### src/rtl/spi_pkg.sv
// Shared types and defaults for the SPI transaction controller and its
// per-slave configuration table.
package spi_pkg;

    localparam logic [15:0] DVSR_RST_DEFAULT = 16'd49;

    typedef enum logic [2:0] {
        ST_IDLE  = 3'd0,
        ST_SETUP = 3'd1,
        ST_LOAD  = 3'd2,
        ST_WAIT  = 3'd3,
        ST_GAP   = 3'd4,
        ST_HOLD  = 3'd5
    } state_t;

    typedef struct packed {
        logic        cpol;
        logic        cpha;
        logic [15:0] dvsr;
    } cfg_entry_t;

    function automatic int max3(input int a, input int b, input int c);
        int m;
        m = (a > b) ? a : b;
        return (m > c) ? m : c;
    endfunction

endpackage

### src/rtl/spi_cfg_table.sv
// Per-slave SPI mode table: one write port, one combinational read port.
module spi_cfg_table
    import spi_pkg::*;
#(
    parameter int          NUM_SLAVES = 4,
    parameter int          SS_W       = 2,
    parameter logic [15:0] DVSR_RST   = DVSR_RST_DEFAULT
) (
    input  logic            clk,
    input  logic            reset,
    input  logic            we,
    input  logic [SS_W-1:0] wr_slave,
    input  cfg_entry_t      wr_entry,
    input  logic [SS_W-1:0] rd_slave,
    output cfg_entry_t      rd_entry
);

    cfg_entry_t entries [NUM_SLAVES];

    generate
        for (genvar gi = 0; gi < NUM_SLAVES; gi++) begin : g_entry
            cfg_entry_t entry_reg;

            always_ff @(posedge clk or negedge reset) begin
                if (!reset) begin
                    entry_reg <= '{cpol: 1'b0, cpha: 1'b0, dvsr: DVSR_RST};
                end else if (we && (wr_slave == SS_W'(gi))) begin
                    entry_reg <= wr_entry;
                end
            end

            assign entries[gi] = entry_reg;
        end
    endgenerate

    assign rd_entry = entries[rd_slave];

endmodule

### src/rtl/spi_xfer_ctrl.sv
// Multi-byte SPI transfer sequencer: slave-select timing, byte feeding to the
// engine, RX return and per-transfer snapshot of the slave's mode settings.
module spi_xfer_ctrl
    import spi_pkg::*;
#(
    parameter int          NUM_SLAVES = 4,
    parameter int          SS_W       = 2,
    parameter int          CS_SETUP   = 4,
    parameter int          CS_HOLD    = 4,
    parameter int          BYTE_GAP   = 2,
    parameter logic [15:0] DVSR_RST   = DVSR_RST_DEFAULT
) (
    input  logic                  clk,
    input  logic                  reset,
    input  logic                  req_valid,
    output logic                  req_ready,
    input  logic [SS_W-1:0]       req_slave,
    input  logic [7:0]            req_len,
    input  logic                  tx_valid,
    output logic                  tx_ready,
    input  logic [7:0]            tx_data,
    output logic                  rx_valid,
    output logic [7:0]            rx_data,
    input  logic                  cfg_we,
    input  logic [SS_W-1:0]       cfg_slave,
    input  logic                  cfg_cpol,
    input  logic                  cfg_cpha,
    input  logic [15:0]           cfg_dvsr,
    output logic                  spi_start,
    output logic [7:0]            spi_din,
    output logic                  spi_cpol,
    output logic                  spi_cpha,
    output logic [15:0]           spi_dvsr,
    input  logic                  spi_ready,
    input  logic                  spi_done_tick,
    input  logic [7:0]            spi_dout,
    output logic [NUM_SLAVES-1:0] ss_n,
    output logic                  busy,
    output logic                  xfer_done_tick
);

    localparam int CNT_W = $clog2(max3(CS_SETUP, CS_HOLD, BYTE_GAP) + 1);

    state_t                  state_reg;
    logic [CNT_W-1:0]        cnt_reg;
    logic [8:0]              remain_reg;
    cfg_entry_t              snap_reg;
    logic [NUM_SLAVES-1:0]   ss_n_reg;
    logic                    rx_valid_reg;
    logic [7:0]              rx_data_reg;
    logic                    done_tick_reg;
    logic                    req_ready_reg;
    cfg_entry_t              table_rd;
    logic                    accept;
    logic                    tx_fire;

    spi_cfg_table #(
        .NUM_SLAVES (NUM_SLAVES),
        .SS_W       (SS_W),
        .DVSR_RST   (DVSR_RST)
    ) u_cfg_table (
        .clk      (clk),
        .reset    (reset),
        .we       (cfg_we),
        .wr_slave (cfg_slave),
        .wr_entry ('{cpol: cfg_cpol, cpha: cfg_cpha, dvsr: cfg_dvsr}),
        .rd_slave (req_slave),
        .rd_entry (table_rd)
    );

    assign accept    = (state_reg == ST_IDLE) && req_ready_reg && req_valid;
    assign tx_ready  = (state_reg == ST_LOAD) && spi_ready;
    assign tx_fire   = tx_ready && tx_valid;
    assign spi_start = tx_fire;
    assign spi_din   = tx_data;

    always_ff @(posedge clk or negedge reset) begin
        if (!reset) begin
            state_reg     <= ST_IDLE;
            cnt_reg       <= '0;
            remain_reg    <= '0;
            snap_reg      <= '{cpol: 1'b0, cpha: 1'b0, dvsr: DVSR_RST};
            ss_n_reg      <= '1;
            rx_valid_reg  <= 1'b0;
            rx_data_reg   <= '0;
            done_tick_reg <= 1'b0;
            req_ready_reg <= 1'b0;
        end else begin
            rx_valid_reg  <= 1'b0;
            done_tick_reg <= 1'b0;
            case (state_reg)
                ST_IDLE: begin
                    req_ready_reg <= 1'b1;
                    cnt_reg       <= '0;
                    if (accept) begin
                        req_ready_reg <= 1'b0;
                        remain_reg    <= (req_len == 8'd0) ? 9'd256 : {1'b0, req_len};
                        // Table read is combinational, so a same-cycle write is not yet visible.
                        snap_reg      <= table_rd;
                        ss_n_reg      <= ~(NUM_SLAVES'(1) << req_slave);
                        state_reg     <= ST_SETUP;
                    end
                end
                ST_SETUP: begin
                    if (cnt_reg == CNT_W'(CS_SETUP - 1)) begin
                        cnt_reg   <= '0;
                        state_reg <= ST_LOAD;
                    end else begin
                        cnt_reg <= cnt_reg + 1'b1;
                    end
                end
                ST_LOAD: begin
                    if (tx_fire) begin
                        state_reg <= ST_WAIT;
                    end
                end
                ST_WAIT: begin
                    if (spi_done_tick) begin
                        rx_data_reg  <= spi_dout;
                        rx_valid_reg <= 1'b1;
                        remain_reg   <= remain_reg - 9'd1;
                        cnt_reg      <= '0;
                        if (remain_reg == 9'd1) begin
                            state_reg <= ST_HOLD;
                        end else if (BYTE_GAP == 0) begin
                            state_reg <= ST_LOAD;
                        end else begin
                            state_reg <= ST_GAP;
                        end
                    end
                end
                ST_GAP: begin
                    if (cnt_reg == CNT_W'(BYTE_GAP - 1)) begin
                        cnt_reg   <= '0;
                        state_reg <= ST_LOAD;
                    end else begin
                        cnt_reg <= cnt_reg + 1'b1;
                    end
                end
                ST_HOLD: begin
                    if (cnt_reg == CNT_W'(CS_HOLD - 1)) begin
                        cnt_reg       <= '0;
                        ss_n_reg      <= '1;
                        done_tick_reg <= 1'b1;
                        state_reg     <= ST_IDLE;
                    end else begin
                        cnt_reg <= cnt_reg + 1'b1;
                    end
                end
                default: begin
                    ss_n_reg  <= '1;
                    state_reg <= ST_IDLE;
                end
            endcase
        end
    end

    assign req_ready      = req_ready_reg;
    assign rx_valid       = rx_valid_reg;
    assign rx_data        = rx_data_reg;
    assign ss_n           = ss_n_reg;
    assign busy           = (state_reg != ST_IDLE);
    assign xfer_done_tick = done_tick_reg;
    assign spi_cpol       = snap_reg.cpol;
    assign spi_cpha       = snap_reg.cpha;
    assign spi_dvsr       = snap_reg.dvsr;

endmodule

### config.mk
export PLATFORM = sky130hd
export DESIGN_NAME = spi_xfer_ctrl
export DESIGN_NICKNAME = d
export VERILOG_FILES = /design/src/rtl/spi_pkg.sv /design/src/rtl/spi_cfg_table.sv /design/src/rtl/spi_xfer_ctrl.sv
export SDC_FILE = /design/constraint.sdc
export NUM_CORES = 1
export LEC_CHECK = 0
export BUFFER_PORTS_ARGS = -buffer_cell sky130_fd_sc_hd__buf_4
export CORE_ASPECT_RATIO = 0.9
export CORE_UTILIZATION = 50
export CTS_BUF_LIST = sky130_fd_sc_hd__clkbuf_4 sky130_fd_sc_hd__clkbuf_8 sky130_fd_sc_hd__clkbuf_16
export DETAILED_ROUTE_END_ITERATION = 6
export PLACE_DENSITY = 0.76
export SYNTH_ARGS = -nofsm -noshare
export SYNTH_HDL_FRONTEND = slang
export SYNTH_SLANG_ARGS = --single-unit
### constraint.sdc
create_clock -name clk -period 2.2 [get_ports clk]
set_input_delay 0.66 -clock clk [delete_from_list [all_inputs] [get_ports clk]]
set_output_delay 0.66 -clock clk [all_outputs]
set_load 0.005 [all_outputs]
==> metrics.md <==
| Metric | Value |
|---|---|
| Post-route minimum period | `2.13 ns` |
| Clock buffer depth | `2` |
| Vias per cell | `~5.6` |
| Kind of start point of the critical path | `flop` |
| Required time worst endpoint | `1.54 ns` |
| # rows | `35` |
| Setup TNS | `0 ns` |
| Fmax | `470 MHz` |
| Largest net degree at the start of global routing | `121` |
| # IOs | `97` |
| IR drop worst, VDD | `0.704 mV` |
| Syn_area_per_cell | `13.8 um^2` |
| Net Count, Synth | `457` |
| GR Util All Layers | `~22%` |
| CTS tree | `done` |
| Worst-path maximum fanout | `11` |
| Die Area | `0.0114 mm^2` |
| Hold Buf Count CTS | `0` |
| Proportion of layout cells with a drive suffix above 1 | `54.0%` |
| Height of the die | `101 um` |
| Worst rel slew slack | `roughly three fifths` |
| Area after DPL | `a little over 0.006 mm^2` |
| Max reg flops | `72` |
| Setup Slack @ Placement | `0.170 ns` |
| H-tree Lvls | `4` |
| Clk slew on worst S/H paths | `~0.06 ns` |
| RSZ-0062 raised after global routing | `no` |
| Max Slew Vio Count | `0` |
| DR DRC count | `0` |
| Most frequent cells in the layout | `dfrtp_1, mux2_2, buf_4` |
| TritonRoute pass-1 iters | `4` |
| WS Path Type | `flop to output port` |
| Final hold vios | `0` |
| Initial antenna violation count | `0` |
| Worst slew pin tran | `0.627 ns` |
| Clk_lat worst skew | `between 0.4 and 0.5 ns` |
| Synth Instances | `398` |
| Fin util | `about two thirds` |
| FF+latch count, synth | `120` |
| Number of diodes | `0` |
| Final setup violation count | `0` |
| Post-route cell area | `0.00686 mm^2` |
| Syn Std Cell Area | `around 0.0055 mm^2` |
| Most common cell after layout, fill and taps aside | `dfrtp_1` |
| Top FF cell, synth | `dfrtp_1` |
| Placer congestion estimate | `0.848` |
| DR WL/cell | `17.8 um` |
| Netlist cell types | `49` |
| Max-cap violation count | `0` |
| First-pass GRT wire length | `18,400 um` |
| Number of flops mapped to enable cells by yosys | `0` |
| Arr. time, crit path | `1.47 ns` |
| CTS root buf | `clkbuf_16` |
| Nets | `544` |
| Initial Utilization | `52.5%` |
| CTS Sinks | `120` |
| Post-CTS setup buffer count | `0` |
| Post-CTS Resized | `2` |
| Status | `finished, final reports clean` |
| Chip width | `~110 um` |
| Sequential-to-total area share from yosys stat | `55.1%` |
| TritonCTS Buffers | `17` |
| Vias in the first global route | `3,664` |
| Antenna viol nets, final | `0` |
| Core Footprint | `about 0.010 mm^2` |
| Layout area overhead | `24.9%` |
| 1st-iter DRT viols | `199` |
| Clock Skews | `0.00461 ns` |
| Port-buffer cells | `80` |
| Total global routing overflow | `0` |
| P per Cell Area | `1250 mW/mm^2` |
| DR vias | `3,538` |
| Fin worst setup slack | `0.0711 ns` |
| Ys async rst share | `100%` |
| Part of the cycle the worst path needs | `96.8%` |
| Worst setup EP type | `output port` |
| Worst hold path type | `input pin to async pin` |
| Leak | `2.99 nW` |
| Post-DP HPWL | `7140 um` |
| Overall routed net length | `around 11,000 um` |
| Warnings from Yosys | `0` |
worst paths after layout:
| check | startpoint | end | slack, ns | depth (start not counted) |
|---|---|---|---|---|
| min reg2reg | rx_data[2] | rx_data[2] | 0.47 | 2 |
| max | state_reg[2] | spi_start | 0.07 | 3 |
| max reg2reg | cnt_reg[0] | ss_n[1] | 0.33 | 6 |
| min in group clk | spi_dout[4] | rx_data[4] | 0.44 | 3 |
| min | reset | remain_reg[6] | 0.32 | 2 |
| max in group asynchronous | reset | state_reg[2] | 1.39 | 2 |
worst max-delay path, stage by stage (launching register included):
cell and delay [ns]:
dfrtp_2 0.49, nor4b_2 0.32, and2_1 0.16, buf_4 0.10
through the flow:
step | std cells | power (W) | hold slack [ns]
after floorplan | 398 | 0.00474 | 0.364
after global placement | 595 | 0.00557 | 0.458
after detailed placement | 595 | 0.00569 | 0.464
after CTS | 627 | 0.00864 | 0.368
after global routing | 627 | 0.00906 | 0.388
final | 627 | 0.00857 | 0.322
where the power goes:
part           leakage (nW)  internal [W]  switching, W
clock                 0.295       0.00190       0.00101
sequential             1.42       0.00293      0.000460
combinational          1.28       0.00130      0.000978
cell usage after synthesis, drive strengths merged (2+ instances only):
library cell	number	share of area (%)
dfrtp	101	46
mux2	94	19
nand2	30	2.0
buf	24	3.1
dfstp	19	9.1
mux4	18	7.4
nor2	14	1.1
o21ai	14	1.3
a21oi	10	0.91
inv	9	0.61
nand3	7	0.64
ha	6	1.4
nor3	6	0.75
o2bb2ai	5	0.80
clkbuf	4	0.27
nand3b	4	0.61
nor4	4	0.46
a21o	2	0.27
a31oi	2	0.50
and2	2	0.23
nand2b	2	0.23
nor3b	2	0.27
o32ai	2	0.32
or3	2	0.23
cell type report:
cell class              count  area (um^2)
fillers                   746         3600
multi-input cells         241         2260
well taps                 129          161
flip-flops and latches    120         3030
clock buffers              17          425
repair buffers             96          746
inverters                   9         33.8
clock inverters            15          204
logic make-up (layout without fill, tap and decap cells):
logic type	count (synthesis)	in the layout	synth area share, %
flops	120	120	55.1
fa+ha+maj	6	6	1.37
mux	113	113	26.8
compound gates	42	42	5.17
simple gates	80	80	7.63
buf+inv	37	137	3.94
routing by layer:
metal	vias to the layer above	part of all wire [%]	GRT usage, %
met3	19	4.8	6.22
met1	1803	43	26.4
li1	1618	-	-
met5	-	0	0
met4	0	1.5	9.03
met2	98	50	36.6
Note: power is estimated with default switching activity, not from simulation.
